<file path="config.mk">
export PLATFORM = sky130hd
export DESIGN_NAME = regfile_read_arbiter_flat
export DESIGN_NICKNAME = d
export VERILOG_FILES = /design/src/rtl/regfile_read_arbiter_if.sv /design/src/rtl/regfile_read_arbiter.sv /design/src/flat_wrapper.sv
export SDC_FILE = /design/constraint.sdc
export NUM_CORES = 1
export LEC_CHECK = 0
export ABC_AREA = 1
export BUFFER_PORTS_ARGS = -buffer_cell sky130_fd_sc_hd__buf_4
export CAP_MARGIN = 20
export CORE_ASPECT_RATIO = 1.4
export CORE_UTILIZATION = 46
export DETAILED_ROUTE_END_ITERATION = 10
export MAX_ROUTING_LAYER = met4
export PLACE_DENSITY = 0.86
export SLEW_MARGIN = 30
export SYNTH_ARGS = -nofsm -noshare
export SYNTH_HDL_FRONTEND = slang
export SYNTH_SLANG_ARGS = --single-unit
</file>
<file path="constraint.sdc">
create_clock -name clk -period 2.4 [get_ports clk]
set_input_delay 0.24 -clock clk [delete_from_list [all_inputs] [get_ports clk]]
set_output_delay 0.24 -clock clk [all_outputs]
set_load 0.02 [all_outputs]
</file>
<file path="src/rtl/regfile_read_arbiter_if.sv">
// Register-file read port bundle shared by the requesters and the arbiter.
//
// Handshake: Req[i] is a level request that the requester holds with a stable
// ReqAddr slice until it sees Gnt[i] (combinational, same cycle); the read is
// performed in that cycle and the data comes back exactly one cycle later as a
// single-cycle RespValid[i] pulse with RespData. There is no back-pressure on
// the response side, and Stall suppresses all grants.
interface regfile_read_arbiter_if #(
  parameter int NUM_REQ = 4,
  parameter int ADDR_W  = 5,
  parameter int DATA_W  = 32,
  parameter int PTR_W   = $clog2(NUM_REQ)
);
  logic [NUM_REQ-1:0]        Req;
  logic [NUM_REQ*ADDR_W-1:0] ReqAddr;
  logic                      Stall;
  logic [ADDR_W-1:0]         ReadRegister;
  logic [DATA_W-1:0]         ReadData;
  logic [NUM_REQ-1:0]        Gnt;
  logic [NUM_REQ-1:0]        RespValid;
  logic [DATA_W-1:0]         RespData;
  // Round-robin pointer, exported for observation only.
  logic [PTR_W-1:0]          DbgPtr;

  // Requester/mux side: drives requests and the mux read data.
  modport master (
    output Req, ReqAddr, Stall, ReadData,
    input  ReadRegister, Gnt, RespValid, RespData, DbgPtr
  );

  // Arbiter side.
  modport slave (
    input  Req, ReqAddr, Stall, ReadData,
    output ReadRegister, Gnt, RespValid, RespData, DbgPtr
  );
endinterface

</file>
<file path="src/rtl/regfile_read_arbiter.sv">
// Round-robin arbiter sharing the single register-file read mux among
// NUM_REQ requesters. The winner's address drives the mux select in the
// grant cycle; the mux output is registered and returned one cycle later.
module regfile_read_arbiter #(
  parameter int NUM_REQ = 4,
  parameter int ADDR_W  = 5,
  parameter int DATA_W  = 32
) (
  input  logic                 clk,
  input  logic                 reset,
  regfile_read_arbiter_if.slave bus
);
  localparam int PTR_W = $clog2(NUM_REQ);
  localparam logic [PTR_W-1:0] LAST_IDX = PTR_W'(NUM_REQ - 1);

  logic [PTR_W-1:0]   ptr_q, ptr_d;
  logic [PTR_W-1:0]   win_idx, scan_idx;
  logic               win_found;
  logic [ADDR_W-1:0]  last_sel_q;
  logic [ADDR_W-1:0]  win_addr;
  logic [ADDR_W-1:0]  lane_addr [NUM_REQ];
  logic [NUM_REQ-1:0] gnt_d;
  logic [NUM_REQ-1:0] resp_valid_q;
  logic [DATA_W-1:0]  resp_data_q;

  // Unpack the flat address bus into one entry per lane.
  always_comb begin
    for (int i = 0; i < NUM_REQ; i++) begin
      lane_addr[i] = bus.ReqAddr[i*ADDR_W +: ADDR_W];
    end
  end

  // Rotating-priority search: first requester at or after the pointer wins.
  always_comb begin
    win_found = 1'b0;
    win_idx   = '0;
    scan_idx  = '0;
    for (int k = 0; k < NUM_REQ; k++) begin
      scan_idx = PTR_W'((32'(ptr_q) + 32'(k)) % 32'(NUM_REQ));
      if (!win_found && bus.Req[scan_idx]) begin
        win_found = 1'b1;
        win_idx   = scan_idx;
      end
    end
    // Stall suppresses the grant entirely; the pointer then holds as well.
    if (bus.Stall) begin
      win_found = 1'b0;
    end
  end

  // One-hot grant, winner address and the pointer advance past the winner.
  always_comb begin
    gnt_d    = '0;
    win_addr = lane_addr[win_idx];
    ptr_d    = ptr_q;
    if (win_found) begin
      gnt_d[win_idx] = 1'b1;
      ptr_d          = (win_idx == LAST_IDX) ? '0 : win_idx + 1'b1;
    end
  end

  // Select is held at the last granted address while idle so the mux stays quiet.
  assign bus.ReadRegister = win_found ? win_addr : last_sel_q;
  assign bus.Gnt          = gnt_d;
  assign bus.RespValid    = resp_valid_q;
  assign bus.RespData     = resp_data_q;
  assign bus.DbgPtr       = ptr_q;

  // Capture the mux output for the winner; a cycle without a grant only drops valid.
  always_ff @(posedge clk or posedge reset) begin
    if (reset) begin
      ptr_q        <= '0;
      last_sel_q   <= '0;
      resp_valid_q <= '0;
      resp_data_q  <= '0;
    end else if (win_found) begin
      ptr_q        <= ptr_d;
      last_sel_q   <= win_addr;
      resp_valid_q <= gnt_d;
      resp_data_q  <= bus.ReadData;
    end else begin
      resp_valid_q <= '0;
    end
  end
endmodule

</file>
<file path="src/flat_wrapper.sv">
// flat-port wrapper written by rule: the top's interface ports become plain ports
module regfile_read_arbiter_flat 
#(
  parameter int NUM_REQ = 4,
  parameter int ADDR_W  = 5,
  parameter int DATA_W  = 32
)
  (clk, reset, bus_Req, bus_ReqAddr, bus_Stall, bus_ReadData, bus_ReadRegister, bus_Gnt, bus_RespValid, bus_RespData, bus_DbgPtr);
  regfile_read_arbiter_if #(.NUM_REQ(NUM_REQ), .ADDR_W(ADDR_W), .DATA_W(DATA_W)) bus_i ();
  input  logic clk;
  input  logic reset;
  input wire logic [$bits(bus_i.Req)-1:0] bus_Req;
  input wire logic [$bits(bus_i.ReqAddr)-1:0] bus_ReqAddr;
  input wire logic [$bits(bus_i.Stall)-1:0] bus_Stall;
  input wire logic [$bits(bus_i.ReadData)-1:0] bus_ReadData;
  output wire logic [$bits(bus_i.ReadRegister)-1:0] bus_ReadRegister;
  output wire logic [$bits(bus_i.Gnt)-1:0] bus_Gnt;
  output wire logic [$bits(bus_i.RespValid)-1:0] bus_RespValid;
  output wire logic [$bits(bus_i.RespData)-1:0] bus_RespData;
  output wire logic [$bits(bus_i.DbgPtr)-1:0] bus_DbgPtr;
  assign bus_i.Req = bus_Req;
  assign bus_i.ReqAddr = bus_ReqAddr;
  assign bus_i.Stall = bus_Stall;
  assign bus_i.ReadData = bus_ReadData;
  assign bus_ReadRegister = bus_i.ReadRegister;
  assign bus_Gnt = bus_i.Gnt;
  assign bus_RespValid = bus_i.RespValid;
  assign bus_RespData = bus_i.RespData;
  assign bus_DbgPtr = bus_i.DbgPtr;
  regfile_read_arbiter #(.NUM_REQ(NUM_REQ), .ADDR_W(ADDR_W), .DATA_W(DATA_W)) u_core (.clk(clk), .reset(reset), .bus(bus_i));
endmodule
</file>
==> summary.md <==
| Metric | Value |
|---|---|
| Status | finished with violations |
| Failing checks | negative setup slack |
| Setup crit end kind | primary output |
| Setup_tns | -964 ps |
| Critical Path Slowest Stage Cell | dfrtp_2 |
| Final std cells w/o fill | 485 |
| Chip Width | 60.5 microns |
| Count leader, synth | nand2_1 |
| Multi-input logic area | 1120 sq um |
| Top FF cell, synth | dfrtp_1 |
| Max VDD drop | 0.781 mV |
| Core area | 4570 sq um |
| Initial Util | 48.2% |
| Top delay family on crit path | simple AND/OR/NAND/NOR gates |
| Final Setup Violations | 9 |
| Pwr Density | 1570 nW/um^2 |
| RR Startpoint | u_core.bus.DbgPtr[0] |
| Crit-path max cell delay | 450 ps |
| Ys Warns | 0 |
| Avg Inst Size Synth | 7.30 sq um |
| Fmax | 394 MHz |
| Yosys reg bits | 43 |
| Slew HR | 51.6% |
| HP Class | in -> async |
| GPL Wtd Cong | 0.870 |
| Clk root buf | clkbuf_8 |
| Type of the worst setup path | reg -> out |
| Setup WS post-layout | -139 ps |
| Router iterations before antenna repair | 6 |
| Final #Nets | 485 |
| Maximum fanout along the worst path | 6 |
| Post-synth top cells | 176 x nand2_1, 43 x dfrtp_1, 24 x inv_1 |
| Row count | 29 |
| Max Buffers Root-to-Sink | 2 |
| Synth area leaders | dfrtp_1 49%, nand2_1 30%, nand3_1 5.2% |
| Clk_lat worst skew | 290 ps |
| Antenna cells | 0 |
| Final hold vios | 0 |
| Inserted Clock Buffers | 5 |
| Crit path time final | 2540 ps |
| Asr flop ratio synth | 100% |
| Slew Limit Fails | 0 |
| Gr ovfl total | 0 |
| Post-layout util | 76.2% |
| Largest area contributor in the synthesized netlist | dfrtp_1 |
| Unrepaired setup endpoints after global routing | true |
| Clk slew on worst S/H paths | 80 ps |
| Req. time, crit path | 2160 ps |
| Synth top area share | 48.8% |
| CTS tree | yes |
| Max cap viols | 0 |
| Die area | 5080 sq um |
| Number of routed nets with antenna violations | 0 |
| Port bufs | 105 |
| DRC errors left | 0 |
| Post-route cell area | 3490 sq um |
| Overall power | 0.00549 W |
| CTS Hold Buffers Added | 0 |
| Via-per-instance ratio | 4.82 |
| Crit. path cell count | 14 |
| Synth Net Count | 365 |
| Io pins | 106 |
| WP buf/inv | 4 |
| Die Y | 83.9 microns |
| Placed Cells incl. Taps | 461 |
| Area after DPL | 3010 sq um |
| H-tree Lvls | 2 |
| Syn Inst Count | 302 |
| First-pass GRT wire length | 9670 microns |
| R2R cell count | 12 |
| Clock Sinks | 43 |
| Vias in the first global route | 2227 |
| RR Endpoint | u_core.bus.RespData[10] |
| Initial drt markers | 145 |
| Crit path DAT | 2300 ps |
| Tcrit/Tclk final | 106% |
| Worst path cell trace | clkinv_4, nand2_1, nand2_2, buf_4, o21ai_2, nand3_2, nand3_2, nand2_4, buf_6, nand3_1, nand2_1, nand2_1, nand2_2, buf_6 |
| Fillers | 351 |
| LEAKAGE | 2.00 nW |
| Cell Area, Synth | 2200 sq um |
| Startpoint Class | register |
| Vias | 2339 |
| Initial antenna violation count | 0 |
| Distinct cell type count after synthesis | 18 |
| FF-to-FF setup slack | 250 ps |
| Dpl hpwl | 4100 microns |
| Layout Skew | 9.41 ps |
| Largest net degree at the start of global routing | 44 |
| Total GRT Usage | 25.7% |
| Worst-Margin Slew | 726 ps |
| Share of layout cells above drive strength 1 | 43.5% |
| DR WL/cell | 14.0 microns |
| Seq. cell area | 1080 sq um |
| Seq/Total Area, Yosys | 48.8% |
| Layout overhead on the synthesized area | 58.1% |
| EDFF count, synth | 0 |
| Most numerous cell on the critical path | nand2_1 |
| Post-Route WL | 6790 microns |
-- cell families (layout without fill, tap and decap cells) --
group | after synthesis | after routing | share of synthesized area (%)
buffers and inverters | 40 | 159 | 8.74
and+or+nand+nor | 211 | 213 | 39.3
DFF | 43 | 43 | 48.8
adders and majority gates | 4 | 4 | 2.27
AOI/OAI and AO/OA | 4 | 4 | 0.908
-- sequential cells by signal (all words and copies together), names as in the netlist --
name	flops
u_core.last_sel_q	5
u_core.bus.RespValid	4
u_core.bus.DbgPtr	2
u_core.bus.RespData	32
-- metal layers --
layer	vias to the layer above	global-route usage [%]	wire length (microns)
li1	1148	-	-
met4	0	10.3	147
met1	1089	30.9	2710
met5	-	-	0
met3	12	4.19	322
met2	90	41.8	3610
-- cell type report --
type | count | share of cell area (%)
tap | 62 | 2.23
inverter | 28 | 3.48
sequential | 43 | 30.9
multi-input combinational | 221 | 32.1
timing repair buffer | 123 | 28.4
clock buffer | 8 | 2.87
-- how the worst max path moves through the flow --
stage	slack [ps]	startpoint	to
after floorplan	250	u_core.bus.DbgPtr[0]	bus_Gnt[2]
after global placement	110	u_core.bus.DbgPtr[0]	bus_Gnt[3]
after detailed placement	20	u_core.bus.DbgPtr[0]	bus_Gnt[3]
after CTS	0.5	u_core.bus.DbgPtr[0]	bus_Gnt[1]
after global routing	-250	u_core.bus.DbgPtr[0]	bus_Gnt[3]
final	-140	u_core.bus.DbgPtr[0]	bus_ReadRegister[0]
-- through the flow --
stage               setup WS (ps)  hold slack, ps
floorplan                     246             350
global placement              115             435
detailed placement           21.5             437
CTS                         0.465             130
global route                 -250            98.6
finish                       -139            33.7
-- layout by cell type, fill, tap and decap left out --
cell type  netlist  layout
buf_12           0       1
buf_4            1     108
buf_6            4      14
clkbuf_1         0       1
clkbuf_8         0       7
clkinv_2         0       1
clkinv_4         0       1
dfrtp_1         43      41
dfrtp_2          0       2
ha_1             4       2
ha_2             0       2
inv_1           24      20
inv_2            4       3
inv_4            0       2
inv_6            0       1
nand2_1        176     152
nand2_2          3      21
nand2_4          1       7
nand2_8          0       1
nand3_1         23      18
nand3_2          1       4
nand3_4          1       4
nand4_1          1       1
nor2_1           4       1
nor2_2           0       3
nor2_4           1       1
o21ai_0          3       2
o21ai_1          1       1
o21ai_2          0       1
-- power breakdown --
| group | switching, W | leakage (nW) | internal, W |
|---|---|---|---|
| combinational | 0.00225 | 1.42 | 0.00156 |
| sequential | 0.000169 | 0.528 | 0.00100 |
| clock | 0.000241 | 0.0515 | 0.000263 |
| total | 0.00266 | 2.00 | 0.00283 |
-- repair_timing --
item,in CTS,in global routing
pin swaps,11,22
gates resized for setup,34,44
cloned,1,1
buffers inserted,5,10
endpoints found under the setup margin,9,9
Note: power is estimated with default switching activity, not from simulation.
